File: config.mk
export PLATFORM = sky130hd
export DESIGN_NAME = mem_arbiter
export DESIGN_NICKNAME = d
export VERILOG_FILES = /design/src/rtl/mem_arb_pkg.sv /design/src/rtl/mem_arbiter.sv
export SDC_FILE = /design/constraint.sdc
export NUM_CORES = 1
export LEC_CHECK = 0
export CAP_MARGIN = 20
export CORE_ASPECT_RATIO = 0.7
export CORE_UTILIZATION = 40
export DETAILED_ROUTE_END_ITERATION = 16
export PLACE_DENSITY_LB_ADDON = 0.12
export SYNTH_ARGS = -nofsm -noshare
export SYNTH_HDL_FRONTEND = slang
export SYNTH_SLANG_ARGS = --single-unit
File: constraint.sdc
create_clock -name clk -period 1.98 [get_ports clk]
set_input_delay 0.495 -clock clk [delete_from_list [all_inputs] [get_ports clk]]
set_output_delay 0.495 -clock clk [all_outputs]
set_load 0.01 [all_outputs]
File: src/rtl/mem_arb_pkg.sv
// Shared types and defaults for the fetch/data memory arbiter.
package mem_arb_pkg;

  typedef enum logic [1:0] {
    S_IDLE  = 2'd0,
    S_ISSUE = 2'd1,
    S_WAIT  = 2'd2,
    S_DONE  = 2'd3
  } state_t;

  typedef enum logic {
    REQ_IF = 1'b0,
    REQ_D  = 1'b1
  } req_id_t;

  localparam int MEM_WAIT_DEFAULT = 1;

endpackage

File: src/rtl/mem_arbiter.sv
// Fetch/data arbiter in front of a single-port memory with a fixed read wait.
// Macro ARB_RR_EN: simultaneous requests alternate; otherwise data wins over fetch.
//
// state | meaning
// IDLE  | no owner, sampling if_req / d_req
// ISSUE | memory access driven from the latched request
// WAIT  | read wait cycles, rdata captured on the last one
// DONE  | owner's done pulse, returns to IDLE
module mem_arbiter
  import mem_arb_pkg::*;
#(
  parameter int MEM_WAIT = MEM_WAIT_DEFAULT,
  parameter int ADDR_W   = 32,
  parameter int DATA_W   = 32
) (
  input  logic              clk,
  input  logic              reset,
  input  logic              if_req,
  input  logic [ADDR_W-1:0] if_addr,
  input  logic              d_req,
  input  logic [ADDR_W-1:0] d_addr,
  input  logic [DATA_W-1:0] d_wdata,
  input  logic              d_we,
  output logic              if_grant,
  output logic              d_grant,
  output logic              if_done,
  output logic              d_done,
  output logic [DATA_W-1:0] rdata,
  output logic [ADDR_W-1:0] mem_addr,
  output logic [DATA_W-1:0] mem_wdata,
  output logic              mem_read,
  output logic              mem_write,
  input  logic [DATA_W-1:0] mem_rdata,
  output logic              busy
);

  localparam logic [2:0] WAIT_LOAD = (MEM_WAIT > 0) ? 3'(MEM_WAIT - 1) : 3'd0;

  state_t     state;
  req_id_t    owner;
  logic       we_q;
  logic [2:0] wait_cnt;
  logic       d_win;

`ifdef ARB_RR_EN
  req_id_t last_served;
  assign d_win = d_req && (!if_req || last_served == REQ_IF);
`else
  assign d_win = d_req;
`endif

  always_ff @(posedge clk or negedge reset) begin
    if (!reset) begin
      state     <= S_IDLE;
      owner     <= REQ_IF;
      we_q      <= 1'b0;
      wait_cnt  <= 3'd0;
      if_grant  <= 1'b0;
      d_grant   <= 1'b0;
      if_done   <= 1'b0;
      d_done    <= 1'b0;
      rdata     <= '0;
      mem_addr  <= '0;
      mem_wdata <= '0;
      mem_read  <= 1'b0;
      mem_write <= 1'b0;
      busy      <= 1'b0;
`ifdef ARB_RR_EN
      last_served <= REQ_IF;
`endif
    end else begin
      if_done <= 1'b0;
      d_done  <= 1'b0;
      case (state)
        S_IDLE: begin
          if (if_req || d_req) begin
            state     <= S_ISSUE;
            busy      <= 1'b1;
            owner     <= d_win ? REQ_D : REQ_IF;
            if_grant  <= !d_win;
            d_grant   <= d_win;
            mem_addr  <= d_win ? d_addr : if_addr;
            mem_wdata <= d_win ? d_wdata : '0;
            we_q      <= d_win && d_we;
            mem_read  <= !(d_win && d_we);
            mem_write <= d_win && d_we;
`ifdef ARB_RR_EN
            last_served <= d_win ? REQ_D : REQ_IF;
`endif
          end
        end
        S_ISSUE: begin
          if (we_q || MEM_WAIT == 0) begin
            state     <= S_DONE;
            mem_read  <= 1'b0;
            mem_write <= 1'b0;
            if (!we_q) rdata <= mem_rdata;
            if_done   <= (owner == REQ_IF);
            d_done    <= (owner == REQ_D);
          end else begin
            state    <= S_WAIT;
            wait_cnt <= WAIT_LOAD;
          end
        end
        S_WAIT: begin
          if (wait_cnt == 3'd0) begin
            state    <= S_DONE;
            mem_read <= 1'b0;
            rdata    <= mem_rdata;
            if_done  <= (owner == REQ_IF);
            d_done   <= (owner == REQ_D);
          end else begin
            wait_cnt <= wait_cnt - 3'd1;
          end
        end
        S_DONE: begin
          state    <= S_IDLE;
          if_grant <= 1'b0;
          d_grant  <= 1'b0;
          busy     <= 1'b0;
        end
        default: state <= S_IDLE;
      endcase
    end
  end

endmodule

==> summary.md, run 1 <==
| Metric | Value |
|---|---|
| Clock buffer depth | 2 |
| Fin crit share | 90.6% |
| TritonCTS clock tree | done |
| Critical R2R Launch | state[0] |
| Setup repair bufs after CTS | 0 |
| Worst Path Arrival | 1.30 ns |
| Startpoint class of the critical path | register |
| CTS buffer count | 9 |
| Inserted Diodes | 0 |
| Fin worst setup slack | 0.187 ns |
| Sequential area share after synthesis | 58.2% |
| Worst-path fanout max | 3 |
| Final HPWL DP | 8.92 mm |
| Crit path required time | 1.48 ns |
| Layout area overhead | 60.4% |
| Yosys top cell area share | 58.2% |
| Synthesized flop and latch total | 110 |
| Total Routing Usage GR | 20.7% |
| Drc violations | 0 |
| Yosys warnings | 0 |
| Post_cts resized | 0 |
| Slowest CP cell | clkdlybuf4s50_1 |
| Place WS | 0.106 ns |
| WP buf/inv | 1 |
| Critical path endpoint | if_grant |
| Worst-Margin Slew | 0.582 ns |
| RePlAce Congestion | 0.794 |
| Rows | 32 |
| Final Hold Fails | 0 |
| # fillers | 871 |
| Layout Skew | 0.00579 ns |
| Top delay family on crit path | buffers and inverters |
| Initial core utilization | 42.0% |
| Chip height | 93.0 µm |
| Final critical-path required period | 1.79 ns |
| FF/Latch Area | 2750 µm² |
| Leading cell type in the layout, fill and taps excluded | clkdlybuf4s50_1 |
| GRT Residual Overflow | 0 |
| Post-Syn Area | 4730 µm² |
| Synth unique cells | 32 |
| Final core utilization | 67.4% |
| Vias in the first global route | 3933 |
| Most frequent cells in the layout | clkdlybuf4s50_1 (233), dfrtp_1 (110), nand2_1 (105) |
| Hold crit path type | in -> async |
| Global-route wire length before repair | 19.7 mm |
| Fin. max-slew vios | 0 |
| Syn_area_per_cell | 11.2 µm² |
| CTS Hold Buffers Added | 0 |
| Antenna violations before repair | 0 |
| Critical-path cell list | clkdlybuf4s50_1 |
| Via count | 3827 |
| Routed len/inst | 15.0 µm |
| Outcome | complete, no violations |
| Clk sinks | 110 |
| Drt first pass iters | 4 |
| Dominant synthesized flop cell | dfrtp_1 |
| Syn_nets | 565 |
| Critical path class | reg -> out |
| Die area | 12300 µm² |
| Post-synth top area cell | dfrtp_1 |
| Depth of the CTS H-tree | 3 |
| Top Ports | 236 |
| Synth top area cells | dfrtp_1 (58%), nand2_1 (8.3%), mux2i_1 (7.4%) |
| Vias per inst | 4.71 |
| # setup viols final | 0 |
| Fmax | 0.558 GHz |
| Area of the multi-input gates | 1810 µm² |
| Largest net degree at the start of global routing | 111 |
| WL final | 12.2 mm |
| Asr flop ratio synth | 100% |
| CTS Root Cell | clkbuf_16 |
| DRT antenna net count | 0 |
| Reg2reg setup slack | 0.23 ns |
| Crit path capture type | output pin |
| Final #Nets | 796 |
| P per Cell Area | 1470 nW/µm² |
| FF-to-FF End | mem_read |
| Clock transition at the registers of the reported paths | 0.08 ns |
| Max-cap violations | 0 |
| Worst reg2reg path depth | 5 |
| Slew headroom | 61.2% |
| Layout cell share with drive strength beyond 1 | 9.71% |
| Maximum VDD drop | 743 µV |
| P_leak | 3.42 nW |
| Die width | 132 µm |
| Number of port buffers | 235 |
| Worst skew pair latency | 0.35 ns |
| Cells after Synth | 423 |
| Post-synth EDFFs | 0 |
| CP Depth | 1 |
| Core Footprint | 11300 µm² |
| Final setup TNS | 0 ns |
| Worst Setup SP | if_grant |
| Unrepaired setup endpoints after global routing | false |
| Max incr delay on CP | 0.57 ns |
| First DRT Iteration DRCs | 116 |
[worst min-delay path by stage]
stage	from	to
after floorplan	reset	busy
after global placement	owner	if_done
after detailed placement	owner	if_done
after CTS	reset	mem_wdata[24]
after global routing	reset	mem_addr[20]
final	reset	mem_addr[20]
[logic make-up after synthesis]
kind of cell,count (synthesis),synth area share (%)
AND/OR/NAND/NOR,156,14.4
adder cells (fa/ha/maj),9,2.38
AO/OA/AOI/OAI,46,5.48
buffers and inverters,32,3.78
flip-flops,110,58.2
multiplexers,70,15.7
[per-stage QoR]
step           cells  hold WS [ns]  power [mW]  cell area [µm²]
4_1_cts          812         0.244        11.3             7580
6_report         812         0.207        11.2             7580
3_3_place_gp     796         0.433        9.14             7250
5_1_grt          812         0.252        11.9             7580
2_1_floorplan    423         0.199        6.38             4730
3_5_place_dp     796         0.438        9.29             7250
[where the power goes]
part           leakage (nW)  total, mW  switching (mW)  internal, mW
clock                 0.159       1.98           0.826          1.15
combinational          1.91       5.33            2.32          3.00
sequential             1.36       3.88           0.568          3.31
total                  3.42       11.2            3.72          7.46
[layout make-up]
type	instances	share of cell area (%)
timing repair buffer	246	32.7
sequential	110	36.3
clock inverter	6	1.24
inverter	6	0.297
clock buffer	10	3.15
tap	153	2.52
multi-input combinational	281	23.8
[registers in the layout (all words and copies together) (netlist names)]
name and count:
owner 1, state 2, mem_read 1, if_grant 1
d_grant 1, we_q 1, if_done 1, d_done 1
mem_write 1, rdata 32, mem_wdata 32, mem_addr 32
wait_cnt 3, busy 1
[metal layers]
metal | wire length, µm | global-route usage [%] | up-vias
met3 | 829 | 6.67 | 18
met5 | 0 | 0 | -
met2 | 6110 | 35.2 | 114
met1 | 5010 | 25.0 | 1809
met4 | 217 | 6.59 | 0
li1 | - | - | 1886
[synth_stat cells, types with 2 or more instances]
library cell    n
a21oi_1         2
buf_2          12
buf_4           3
buf_6           4
clkbuf_1        5
clkbuf_2        2
dfrtp_1       110
ha_1            9
inv_1           6
mux2_1          4
mux2_2         31
mux2i_1        35
nand2_1       105
nand2b_1        4
nand3_1        32
nor2_1          5
nor2b_1         4
o21ai_0        14
o21ai_1        23
Note: power is estimated with default switching activity, not from simulation.
==> inputs of run 2 (changes only) <==
==> constraint.sdc (replaced) <==
create_clock -name clk -period 1.98 [get_ports clk]
set_input_delay 0.495 -clock clk [delete_from_list [all_inputs] [get_ports clk]]
set_output_delay 0.495 -clock clk [all_outputs]
set_load 0.05 [all_outputs]
==> run 2 against run 1 <==
Against the previous run:
- power rose by 22%
- sequential power is essentially flat
- maximum frequency up 3.3%
- register-to-register slack about the same
- worst setup slack better by 0.057 ns
- combinational power rose by 48%
- wire length decreased by 0.95%
- cell area is 3.1% lower
- first-iteration DRC count shrank 24%
- final cell count is 0.25% higher
- critical path type is now reg -> reg
==> summary.md, run 2 (synthesis results as in run 1) <==
| Metric | Value |
|---|---|
| Min Hold Slack | 0.449 ns |
| RePlAce Congestion | 0.775 |
| Top delay family on crit path | simple AND/OR/NAND/NOR gates |
| Critical path class | reg -> reg |
| Global-route wire length before repair | 19.7 mm |
| P_leak | 3.56 nW |
| WP buf/inv | 1 |
| First DRT Iteration DRCs | 88 |
| Slew headroom | 65.6% |
| Chip height | 93.0 µm |
| Fmax | 0.576 GHz |
| Fin crit share | 87.7% |
| GRT Residual Overflow | 0 |
| P per Cell Area | 1860 nW/µm² |
| Worst skew pair latency | 0.34 ns |
| Via count | 3842 |
| Maximum VDD drop | 924 µV |
| Number of port buffers | 235 |
| Top Ports | 236 |
| Metal3 WL | 773 µm |
| Fin area | 7350 µm² |
| Final HPWL DP | 9.12 mm |
| Max layer used | met4 |
| Worst-path fanout max | 6 |
| Final Power | 13.6 mW |
| Most frequent cells in the layout | clkdlybuf4s50_1 (130), dfrtp_1 (110), nand2_1 (105) |
| Dpl cells | 797 |
| Critical-path cell list | inv_1 -> ha_1 -> nor3b_4 -> nor4_2 -> mux2_2 |
| Crit path capture type | register |
| CTS buffer count | 9 |
| Non-Filler Instances | 814 |
| Total Routing Usage GR | 20.5% |
| Drt first pass iters | 4 |
| Final critical-path required period | 1.74 ns |
| Vias in the first global route | 4017 |
| Die width | 132 µm |
| Clock buffer depth | 2 |
| Routed len/inst | 14.8 µm |
| Final setup TNS | 0 ns |
| Slowest CP cell | dfrtp_1 |
| TritonCTS clock tree | done |
| Layout cell share with drive strength beyond 1 | 22.8% |
| Routed met2 length | 6.21 mm |
| Core Footprint | 11300 µm² |
| Initial core utilization | 42.0% |
| Wire length on met1 | 4.87 mm |
| Clk sinks | 110 |
| Vias per inst | 4.72 |
| Layout Skew | 0.00854 ns |
| Crit path required time | 2.20 ns |
| CTS Root Cell | clkbuf_16 |
| Startpoint class of the critical path | register |
| Max-cap violations | 0 |
| Clock transition at the registers of the reported paths | 0.07 ns |
| Outcome | complete, no violations |
| Leading cell type in the layout, fill and taps excluded | clkdlybuf4s50_1 |
| Final #Nets | 798 |
| DRT antenna net count | 0 |
| Top flop regs | mem_addr: 32 flops, mem_wdata: 32 flops, rdata: 32 flops |
| DP Area | 7060 µm² |
| Rows | 32 |
| Final Hold Fails | 0 |
| Depth of the CTS H-tree | 3 |
| Fin. max-slew vios | 0 |
| # setup viols final | 0 |
| Worst Path Arrival | 1.96 ns |
| Largest net degree at the start of global routing | 56 |
| Hold crit path type | reg -> reg |
| WL final | 12.0 mm |
| Antenna violations before repair | 0 |
| Max incr delay on CP | 0.43 ns |
| Drc violations | 0 |
| Worst-Margin Slew | 0.518 ns |
| Inserted Diodes | 0 |
| Layout area overhead | 55.5% |
| Unrepaired setup endpoints after global routing | false |
| Die area | 12300 µm² |
[run 2: changes by cell type in the layout (fill, tap and decap cells not counted)]
cell,delta
clkdlybuf4s50_1,-103
buf_4,+86
dlygate4sd2_1,+17
buf_12,+1
bufinv_16,-1
clkinv_2,+1
clkinv_4,-1
dlygate4sd3_1,+1
inv_6,+1
[run 2: cell type report]
cell class | count | area (µm²)
multi-input cells | 281 | 1810
repair buffers | 248 | 2270
flip-flops and latches | 110 | 2750
inverters | 6 | 22.5
clock inverters | 6 | 68.8
fillers | 902 | 3900
well taps | 153 | 191
clock buffers | 10 | 239
[run 2: path summary, 6_finish.rpt]
path                           from           end  slack [ns]  cells after the start
max                        state[0]      mem_read        0.24                      5
min                           owner       if_done        0.45                      1
max reg2reg                state[0]      mem_read        0.24                      5
min reg2reg                   owner       if_done        0.45                      1
max in group asynchronous     reset  mem_wdata[6]        0.95                      3
min in group asynchronous     reset  mem_addr[20]        0.52                      2
[run 2: per-layer routing]
layer,up-vias,global-route usage (%)
li1,1885,-
met1,1820,23.6
met2,120,37.0
met3,17,6.18
met4,0,6.20
met5,-,0
[run 2: metrics by stage]
stage	setup WS, ns	util, %
3_5_place_dp	0.0818	62.7
6_report	0.244	65.4
5_1_grt	0.149	65.4
3_3_place_gp	0.131	62.7
2_1_floorplan	0.291	-
4_1_cts	0.247	65.4
[run 2: report_power, final]
| group | switching (mW) | leakage, nW | internal (mW) |
|---|---|---|---|
| Clock | 0.809 | 0.149 | 1.03 |
| Combinational | 5.32 | 2.06 | 2.58 |
| Sequential | 0.591 | 1.36 | 3.31 |
| Total | 6.72 | 3.56 | 6.92 |
[run 2: timing repair]
action	CTS	global route
setup endpoints to repair	17	0
resized for setup	17	0
buffers inserted	0	0
hold buffers	1	0
hold endpoints to repair	7	0
==> inputs of run 3 (changes only) <==
SLEW_MARGIN = 20   (was unset)
==> results of run 3 <==
No change in the layout: final DEF, timing and power equal those of run 2.
